File: src/rtl/grey_to_binary_sync.sv
// grey_to_binary_sync
// Brings a grey-coded counter from a foreign clock domain into clk through a
// per-bit synchroniser. Samples where more than one bit moved between two
// consecutive synchronised values are rejected. Accepted samples are decoded
// to a monotonic binary count for the local timestamp compare logic.
`timescale 1ns/1ps

module grey_to_binary_sync #(
  parameter int WIDTH       = 32,
  parameter int SYNC_STAGES = 2
) (
  input  logic             clk,
  input  logic             reset,
  input  logic [WIDTH-1:0] in_grey,
  input  logic             clr_err,
  output logic [WIDTH-1:0] out_binary,
  output logic             out_valid,
  output logic             out_changed,
  output logic             err_multibit,
  output logic [15:0]      err_count
);

  // FLUSH lasts SYNC_STAGES+1 counted cycles plus the cycle that moves to PRIME
  localparam int CW = $clog2(SYNC_STAGES + 2);

  typedef enum logic [1:0] {
    FLUSH,
    PRIME,
    TRACK,
    RESYNC
  } state_t;

  state_t           state;
  logic [CW-1:0]    flush_cnt;
  logic [WIDTH-1:0] sync_chain [SYNC_STAGES];
  logic [WIDTH-1:0] g_s;
  logic [WIDTH-1:0] g_prev;
  logic [WIDTH-1:0] diff;
  logic [WIDTH-1:0] g_dec;
  logic             diff_zero;
  logic             diff_one;
  logic             diff_multi;
  logic             reject;

  assign g_s  = sync_chain[SYNC_STAGES-1];
  assign diff = g_s ^ g_prev;

  // A single set bit is a nonzero value whose lowest set bit is also its only one
  assign diff_zero  = (diff == '0);
  assign diff_one   = !diff_zero && ((diff & (diff - WIDTH'(1))) == '0);
  assign diff_multi = !diff_zero && !diff_one;

  // Multi-bit samples are only rejected once a baseline value has been accepted
  assign reject = diff_multi && ((state == TRACK) || (state == RESYNC));

  // Per-bit synchroniser chain, plus the previous synchronised sample for edge detection
  always_ff @(posedge clk) begin
    if (reset) begin
      for (int i = 0; i < SYNC_STAGES; i++) begin
        sync_chain[i] <= '0;
      end
      g_prev <= '0;
    end else begin
      sync_chain[0] <= in_grey;
      for (int i = 1; i < SYNC_STAGES; i++) begin
        sync_chain[i] <= sync_chain[i-1];
      end
      g_prev <= g_s;
    end
  end

  // Grey decode: each binary bit is the XOR of all grey bits at or above it
  always_comb begin
    g_dec = '0;
    for (int i = 0; i < WIDTH; i++) begin
      g_dec[i] = ^(g_s >> i);
    end
  end

  // Control FSM with registered outputs and the saturating rejection counter
  always_ff @(posedge clk) begin
    if (reset) begin
      state        <= FLUSH;
      flush_cnt    <= '0;
      out_binary   <= '0;
      out_valid    <= 1'b0;
      out_changed  <= 1'b0;
      err_multibit <= 1'b0;
      err_count    <= '0;
    end else begin
      out_changed  <= 1'b0;
      err_multibit <= reject;

      if (clr_err) begin
        err_count <= reject ? 16'd1 : 16'd0;
      end else if (reject && (err_count != 16'hFFFF)) begin
        err_count <= err_count + 16'd1;
      end

      case (state)
        FLUSH: begin
          if (flush_cnt == CW'(SYNC_STAGES + 1)) begin
            state <= PRIME;
          end else begin
            flush_cnt <= flush_cnt + CW'(1);
          end
        end
        PRIME: begin
          if (diff_zero) begin
            out_binary  <= g_dec;
            out_valid   <= 1'b1;
            out_changed <= 1'b1;
            state       <= TRACK;
          end
        end
        TRACK: begin
          if (diff_one) begin
            out_binary  <= g_dec;
            out_changed <= 1'b1;
          end else if (diff_multi) begin
            state <= RESYNC;
          end
        end
        RESYNC: begin
          if (diff_zero) begin
            out_binary  <= g_dec;
            out_changed <= 1'b1;
            state       <= TRACK;
          end
        end
        default: begin
          state <= FLUSH;
        end
      endcase
    end
  end

endmodule

File: config.mk
export PLATFORM = sky130hd
export DESIGN_NAME = grey_to_binary_sync
export DESIGN_NICKNAME = d
export VERILOG_FILES = /design/src/rtl/grey_to_binary_sync.sv
export SDC_FILE = /design/constraint.sdc
export NUM_CORES = 1
export LEC_CHECK = 0
export CAP_MARGIN = 20
export CORE_UTILIZATION = 37
export DETAILED_ROUTE_END_ITERATION = 16
export PLACE_DENSITY = 0.58
export SETUP_SLACK_MARGIN = 0.1
export SLEW_MARGIN = 5
export SYNTH_ARGS = -nofsm -noshare
export SYNTH_HDL_FRONTEND = slang
export SYNTH_SLANG_ARGS = --single-unit
File: constraint.sdc
create_clock -name clk -period 4.6 [get_ports clk]
set_input_delay 0.69 -clock clk [delete_from_list [all_inputs] [get_ports clk]]
set_output_delay 0.69 -clock clk [all_outputs]
set_load 0.05 [all_outputs]
# ---- Word-level counts from Yosys, hierarchy flattened
# Memories as Yosys holds them, arrays and structs flattened.
# Cells that the tools add are included.
# W data, S select, Z words.
dict set report classes {
  bitwise_logic 5
  n_reduce_logical 49
  eq_ne 10
  n_mux 19
  n_addsub 3
}
# op count
set ops {}
lappend ops {{$reduce_xor A32 Y1} 32}
lappend ops {{$mux W32} 4}
lappend ops {{$logic_not A32 Y1} 2}
lappend ops {{$pmux W32 S2} 1}
lappend ops {{$and A32 B32 Y32} 1}
lappend ops {{$mux W16} 2}
lappend ops {{$sub A32 B1 Y32 const B} 1}
lappend ops {{$xor A32 B32 Y32} 1}
lappend ops {{$add A16 B1 Y16 const B} 1}
lappend ops {{$ne A16 B16 Y1 const B} 1}
lappend ops {{$mux W2} 4}
lappend ops {{$ne A2 B2 Y1 const B} 4}
lappend ops {{$eq A2 B2 Y1 const B} 3}
lappend ops {{$mux W1} 6}
lappend ops {{$pmux W2 S3} 1}
lappend ops {{$logic_and A1 B1 Y1} 4}
lappend ops {{$reduce_and A2 Y1} 2}
lappend ops {{$reduce_and A4 Y1} 1}
lappend ops {{$reduce_bool A2 Y1} 2}
lappend ops {{$reduce_and A3 Y1} 1}
lappend ops {{$add A2 B1 Y2 const B} 1}
lappend ops {{$eq A2 B1 Y1 const B} 1}
lappend ops {{$logic_not A1 Y1} 2}
lappend ops {{$logic_not A2 Y1} 1}
lappend ops {{6 further kinds} 7}
dict set report word_totals {
  out_inout_bits 51
  inputBits 35
  wordCells 95
  reg_bits 87
  ramBits 64
  memories 1
}
# name depth word_bits read_ports rd_ports_with_merged_regs write_ports line
set memory_table {}
lappend memory_table {sync_chain 2 32 2 0 2 35} ;# logic [WIDTH-1:0] sync_chain [SYNC_STAGES];

# ---- Logic depth before layout (Yosys ltp)
# Gate-level depths: netlist (run 1).
dict set report depth {
  word_depth 11
  depth_mapped 12
  ltp_nobuf 9
}

# ---- Least setup slack after synthesis (run 1)
# No wires, ideal clock.
dict set report synth_timing {
  kind {register to register}
  startpoint {memory sync_chain[1][31], in the netlist sync_chain[0][63]}
  endpoint {register out_binary[0]}
  path_slack_ps 1303
  required_time_ps 4449
  setup_time_ps 151
  path_stages_with_launch 10
  n_path_buf 0
  period_less_slack_ps 3297
  arrival_time_ps 3145
  cell_sequence {dfxtp_1 > xor3_2 > xnor3_2 > xnor3_2 > xnor3_2 > xor2_4 > xnor3_1 > xnor2_2 > xnor2_1 > a211oi_2}
}
# element line
set synth_lines {}
lappend synth_lines {{start: declaration} 35}
lappend synth_lines {{end signal: assignment} 110} ;# out_binary <= g_dec;
lappend synth_lines {{end signal: assignment} 118} ;# out_binary <= g_dec;
lappend synth_lines {{end signal: assignment} 126} ;# out_binary <= g_dec;
lappend synth_lines {{end: declaration} 16} ;# output logic [WIDTH-1:0] out_binary,

==> results of run 1 <==
[power by group through the flow]
stage                     Sequential, uW  Clock (uW)  Combinational [uW]
final                               1380        1310                 502
after floorplan                     1400           0                 397
after global routing                1390        1400                 549
after global placement              1410           0                 506
after detailed placement            1410           0                 510
after CTS                           1380        1350                 511
[cell families (layout without fill, tap and decap cells)]
| family | count (synthesis) | in the layout | share of synthesized area, % |
|---|---|---|---|
| compound gates | 81 | 81 | 8.99 |
| fa+ha+maj | 2 | 2 | 0.415 |
| xor+xnor | 83 | 83 | 14.1 |
| flops | 151 | 151 | 50.2 |
| mux | 21 | 21 | 3.49 |
| simple gates | 224 | 224 | 20.9 |
| buf+inv | 30 | 126 | 1.93 |
[flip-flops by register name, indices dropped and copies added, names as in the netlist]
register and flops:
out_valid 1, out_changed 1, g_prev 32, out_binary 32, flush_cnt 2, err_multibit 1, sync_chain 64, state 2
err_count 16
[worst min-delay path by stage]
| stage | slack [ps] | to | start | depth (start not counted) |
|---|---|---|---|---|
| 4_1_cts | 440 | sync_chain[0][33] | sync_chain[0][1] | 1 |
| 3_5_place_dp | 420 | sync_chain[0][33] | sync_chain[0][1] | 1 |
| 6_report | 440 | sync_chain[0][33] | sync_chain[0][1] | 1 |
| 5_1_grt | 450 | sync_chain[0][47] | sync_chain[0][15] | 1 |
| 2_1_floorplan | 410 | sync_chain[0][32] | sync_chain[0][0] | 1 |
| 3_3_place_gp | 420 | sync_chain[0][33] | sync_chain[0][1] | 1 |
[per-layer routing]
layer	track usage (%)	up-vias	wire length (um)
li1	-	2205	-
met1	21.4	1911	6330
met2	24.1	114	5540
met3	3.88	14	575
met4	8.00	0	167
met5	0	-	0
[cell usage in the layout, fill, tap and decap left out, types with 2 or more instances in the layout]
master,count
nor2_1,46
o211ai_1,3
mux2i_1,21
clkinvlp_4,2
nor4_1,4
a211oi_1,10
xnor2_1,57
a21oi_1,25
xor2_1,17
clkinv_2,4
or4_1,12
a41oi_1,5
or3_1,3
inv_6,5
buf_4,5
inv_1,5
o21ai_0,5
xnor3_2,3
o22ai_1,3
xnor2_2,2
or2_2,2
and3_1,4
xnor3_1,2
and2_1,2
dfxtp_1,151
and4_1,3
nand3_1,13
o31ai_1,11
ha_1,2
nor3_1,6
clkbuf_16,17
o21ai_1,3
a31oi_1,7
nand2_1,16
nand2b_1,4
nand4_1,8
nand3b_1,2
clkdlybuf4s50_1,84
nor2b_1,96
[cell type report]
cell class,instances,area [sq um]
multi-input cells,411,2900
well taps,216,270
repair buffers,89,878
flip-flops and latches,151,3020
inverters,5,18.8
clock buffers,19,443
fillers,1503,8240
clock inverters,13,118
[metrics by stage]
step | util (%) | instances | power, uW
global placement | 44.6 | 872 | 1920
global route | 48.1 | 904 | 3340
finish | 48.1 | 904 | 3190
CTS | 48.1 | 904 | 3240
detailed placement | 44.6 | 872 | 1920
floorplan | - | 592 | 1800
==> impl_metrics.env, run 1 <==
export IMPL_status="finished, final reports clean"
export IMPL_remaining_number_of_nets_flagged_by_the_antenna_check_after_routing=0
export IMPL_postCtsSetupRepairBufs=0
export IMPL_io_buffers=85
export IMPL_first_global_vias=4060
export IMPL_commonest_cells_post_synth="dfxtp_1, nor2b_1, xnor2_1, nor2_1, a21oi_1"
export IMPL_rsz0062_at_grt="false"
export IMPL_cts_hold_repair_buffers=0
export IMPL_ys_types=50
export IMPL_wl_per_cell_um=13.9
export IMPL_dr_total_vias=4244
export IMPL_internal_power_uw=2360
export IMPL_insertion_delay_ps=420
export IMPL_slowest_delay_ps=600
export IMPL_postCtsResizedCells=0
export IMPL_drtIter0Drc=191
export IMPL_gp_congestion=0.926
export IMPL_crit_cells=10
export IMPL_synthFlopType="dfxtp_1"
export IMPL_startpoint_of_the_worst_slack_reg_to_reg_timing_path="sync_chain[0][33]"
export IMPL_vdd_ir_drop_worst_uv=253
export IMPL_clock_tree_htree_level_count=4
export IMPL_finalWorstSetupSlack_ps=758
export IMPL_end_point_of_the_critical_path="out_binary[11]"
export IMPL_postSynthCellCount=592
export IMPL_numCtsBuffers=17
export IMPL_finalCritPeriodShare_pct=83.5
export IMPL_route_detailed_drc=0
export IMPL_report_final_hold_viol_count=0
export IMPL_power_switching_fraction_pct=26.2
export IMPL_floorplan_die_height_um=130
export IMPL_die_w_um=130
export IMPL_synth_edf_count=0
export IMPL_comb_power_share_pct=15.7
export IMPL_finalInstanceArea_sq_um=7650
export IMPL_start_util_pct=37.9
export IMPL_clock_path_buffers=2
export IMPL_rr_worst_depth=10
export IMPL_area_growth_synth_to_final_pct=26.9
export IMPL_worst_path_buf_inv=1
export IMPL_worst_endpoint_required_ps=4860
export IMPL_critPathKind="flip-flop to flip-flop"
export IMPL_setup_viol=0
export IMPL_post_route_cells_drive_above_1_share_pct=7.12
export IMPL_grt_ovfl_total=0
export IMPL_slowest_stage="nor4_2"
export IMPL_most_frequent_cell_after_synthesis="dfxtp_1"
export IMPL_timing_max_cap_violations=0
export IMPL_worst_slew_margin_rel_pct=32.7
export IMPL_fin_tns_setup_ps=0
export IMPL_yosysWarnings=0
export IMPL_arrival_ps=4100
export IMPL_period_needed_ps=3840
export IMPL_regToRegSetupSlack_ps=760
export IMPL_synth_area_leaders="dfxtp_1, nor2b_1, xnor2_1"
export IMPL_clockPowerShare_pct=41.0
export IMPL_power_frac_seq_pct=43.3
export IMPL_cellLeakagePower_uw=0.00272
export IMPL_avgSynthCellArea_sq_um=10.2
export IMPL_clock_sink_count=151
export IMPL_floorplan_die_area_sq_um=16800
export IMPL_drt_first_pass_iters=4
export IMPL_number_of_antenna_violations_at_the_first_check_in_global_routing=0
export IMPL_root_buffer="clkbuf_16"
export IMPL_worst_hold_path_type="flip-flop to flip-flop"
export IMPL_largest_area_contributor_in_the_synthesized_netlist="dfxtp_1"
export IMPL_path_delay_family="simple AND/OR/NAND/NOR gates"
export IMPL_power_net_switching_uw=838
export IMPL_rows=46
export IMPL_clk_pin_slew_ps=60
export IMPL_tritoncts_clock_tree="yes"
export IMPL_pin_count_of_the_biggest_net_entering_global_routing=105
export IMPL_grt_first_pass_wirelength_um=20500
export IMPL_cp_max_fo=42
export IMPL_fin_worst_hold_slack_ps=435
export IMPL_power_density_nw_per_um2=418
export IMPL_crit_chain="xnor2_1 > nand3_1 > nor4_2 > a21oi_1 > a2111oi_0 > nand4b_1 > o41ai_4 > buf_4 > mux2i_1 > nor2_1"
export IMPL_timing_final_max_slew_violations=0
export IMPL_synth_top_area_share_pct=50.2
export IMPL_num_nets_final=712
export IMPL_post_dp_hpwl_um=9130
export IMPL_timing_critical_path_from_type="flip-flop"
export IMPL_asyncSetResetFlopFracSynth_pct=0
export IMPL_maxClockFrequency_mhz=260
export IMPL_detail_route_wirelength_um=12600
export IMPL_timing_critical_path_from="sync_chain[0][33]"
export IMPL_postSynthNetCount=629
export IMPL_critPathCaptureType="flip-flop"
export IMPL_coreArea_sq_um=15900
export IMPL_skew_ps=13.8
export IMPL_antenna_diode_count=0
export IMPL_rr_endpoint="out_binary[11]"
export IMPL_detailed_place_area_sq_um=7090
export IMPL_syn_cell_area_sq_um=6020
export IMPL_yosys_register_bits=151
export IMPL_place_ws_ps=771
export IMPL_synth_yosys_seq_area_share_pct=50.2
export IMPL_design_portCount=86
export IMPL_actual_slew_at_the_worst_max_slew_pin_ps=1010
export IMPL_drt_vias_per_instance=4.69
export IMPL_grt_use_total_pct=16.0
Note: power is estimated with default switching activity, not from simulation.
==> run 2: changes to the inputs <==
Settings changed: PLACE_DENSITY 0.58 to 0.6.
Clock period 4.6 ns to 3.2 ns, I/O delays scaled along.
==> run 2 against run 1 <==
Effect of this change: fmax rose by 29%; design area rose by 8.8%; first-iteration DRC count rose by 3.1%; flip-flop and latch count did not move; non-clock buffer count rose by 45; via count rose by 5.8%; setup slack got worse by 530 ps; critical path depth fell by 1; total power rose by 53%; cell count rose by 5.0%; utilization rose by 4.2 points.
==> impl_metrics.env, run 2 (synthesized netlist as in run 1, its figures left out) <==
export IMPL_tritoncts_clock_tree="yes"
export IMPL_most_frequent_cp_cell="xnor3_2"
export IMPL_fill_cells=1485
export IMPL_first_global_vias=4259
export IMPL_skew_ps=14.6
export IMPL_critPathKind="flip-flop to flip-flop"
export IMPL_actual_slew_at_the_worst_max_slew_pin_ps=917
export IMPL_registers_with_the_highest_flip_flop_counts="sync_chain: 64 flops, g_prev: 32 flops, out_binary: 32 flops"
export IMPL_drt_vias_per_instance=4.73
export IMPL_largest_register_ffs=64
export IMPL_layout_cells_most_common="dfxtp_1"
export IMPL_root_buffer="clkbuf_16"
export IMPL_slowest_stage="xor3_2"
export IMPL_start_util_pct=37.9
export IMPL_cts_hold_repair_buffers=0
export IMPL_power_switching_fraction_pct=26.2
export IMPL_coreArea_sq_um=15900
export IMPL_finalInstanceArea_sq_um=8320
export IMPL_dp_cells=914
export IMPL_detailed_place_area_sq_um=7430
export IMPL_pin_count_of_the_biggest_net_entering_global_routing=92
export IMPL_grt_use_total_pct=16.2
export IMPL_remaining_number_of_nets_flagged_by_the_antenna_check_after_routing=0
export IMPL_finalCritPeriodShare_pct=92.9
export IMPL_register_area_sq_um=3030
export IMPL_comb_power_share_pct=18.5
export IMPL_route_detailed_drc=0
export IMPL_status="finished, final reports clean"
export IMPL_timing_critical_path_from_type="flip-flop"
export IMPL_internal_power_uw=3600
export IMPL_die_w_um=130
export IMPL_finalWorstSetupSlack_ps=228
export IMPL_dr_total_vias=4491
export IMPL_post_dp_hpwl_um=9730
export IMPL_rsz0062_at_grt="true"
export IMPL_worst_slew_margin_rel_pct=38.9
export IMPL_floorplan_die_height_um=130
export IMPL_number_of_antenna_violations_at_the_first_check_in_global_routing=0
export IMPL_arrival_ps=3300
export IMPL_fin_tns_setup_ps=0
export IMPL_place_ws_ps=-137
export IMPL_detail_route_wirelength_um=13300
export IMPL_clock_tree_htree_level_count=4
export IMPL_timing_final_max_slew_violations=0
export IMPL_grt_ovfl_total=0
export IMPL_setup_viol=0
export IMPL_largest_register="sync_chain"
export IMPL_crit_chain="xor3_2 > xnor3_2 > xnor3_2 > xnor3_2 > xor2_4 > xnor3_1 > xnor2_2 > xnor2_1 > a211oi_2"
export IMPL_area_of_the_multi_input_gates_sq_um=3160
export IMPL_post_route_cells_drive_above_1_share_pct=18.0
export IMPL_vdd_ir_drop_worst_uv=360
export IMPL_antenna_diode_count=0
export IMPL_clk_pin_slew_ps=60
export IMPL_clockPowerShare_pct=40.7
export IMPL_drtIter0Drc=197
export IMPL_drt_first_pass_iters=4
export IMPL_power_density_nw_per_um2=586
export IMPL_maxClockFrequency_mhz=337
export IMPL_power_net_switching_uw=1280
export IMPL_cp_max_fo=4
export IMPL_power_frac_seq_pct=40.8
export IMPL_rows=46
export IMPL_design_portCount=86
export IMPL_clock_path_buffers=2
export IMPL_stdcell_count=949
export IMPL_io_buffers=85
export IMPL_worst_endpoint_required_ps=3530
export IMPL_gp_congestion=0.855
export IMPL_worst_hold_path_type="flip-flop to flip-flop"
export IMPL_report_final_hold_viol_count=0
export IMPL_numCtsBuffers=17
export IMPL_mostFrequentLayoutCells="dfxtp_1, nor2b_1, clkdlybuf4s50_1, buf_4, nor2_1"
export IMPL_insertion_delay_ps=420
export IMPL_timing_max_cap_violations=0
export IMPL_grt_first_pass_wirelength_um=21000
export IMPL_num_nets_final=757
export IMPL_slowest_delay_ps=460
export IMPL_cellLeakagePower_uw=0.00302
export IMPL_area_growth_synth_to_final_pct=38.1
export IMPL_clock_sink_count=151
export IMPL_wl_per_cell_um=14.0
export IMPL_floorplan_die_area_sq_um=16800
export IMPL_period_needed_ps=2970
export IMPL_critPathCaptureType="flip-flop"
-- run 2: changes by cell type in the layout (fill, tap and decap cells not counted), sizes merged --
cell / change
clkbuf: +1
clkinv: -2
inv: -1
bufinv: +1
buf: +45
clkinvlp: +1
-- run 2: timing repair --
action	in CTS	in global routing
pin swaps	2	11
setup endpoints to repair	47	48
cloned	0	0
resized for setup	8	36
buffers inserted	0	3
hold endpoints to repair	0	0
-- run 2: critical path, delay by kind of cell, from the launching register on --
family / cells / cell delay, ps
flip-flops: 1 / 330
XOR/XNOR: 8 / 2360
AO/OA/AOI/OAI: 1 / 210
-- run 2: final cells by class --
cell class	count	area share, %
Multi-Input combinational cell	411	38.0
Sequential cell	151	36.4
Timing Repair Buffer	134	15.0
Clock buffer	20	5.49
Tap cell	216	3.25
Clock inverter	12	1.68
Inverter	5	0.226
-- run 2: metrics by stage --
stage | utilization [%] | hold slack (ps) | total power, uW
global placement | 46.7 | 424 | 2880
global route | 52.4 | 455 | 5090
detailed placement | 46.7 | 422 | 2880
finish | 52.4 | 435 | 4870
floorplan | - | 414 | 2580
CTS | 50.8 | 437 | 4880
-- run 2: worst paths after layout --
check                                        from                end  slack [ps]  depth (start not counted)
worst min-delay path             sync_chain[0][3]  sync_chain[0][35]         440                          1
worst max register to register  sync_chain[0][63]      out_binary[0]         230                          9
worst min register to register   sync_chain[0][3]  sync_chain[0][35]         440                          1
worst max-delay path            sync_chain[0][63]      out_binary[0]         230                          9
-- run 2: per-layer routing --
layer,vias to the layer above,part of all wire [%],GRT usage [%]
li1,2288,-,-
met1,2077,48,20.8
met4,0,1.6,7.05
met3,20,4.4,3.76
met2,106,46,26.0
met5,-,0,0
-- run 2: power groups by stage --
stage	combinational [uW]	clock [uW]	sequential, uW
finish	901	1980	1990
global route	977	2120	2000
CTS	873	2020	1980
detailed placement	860	0	2020
global placement	853	0	2020
floorplan	565	0	2020
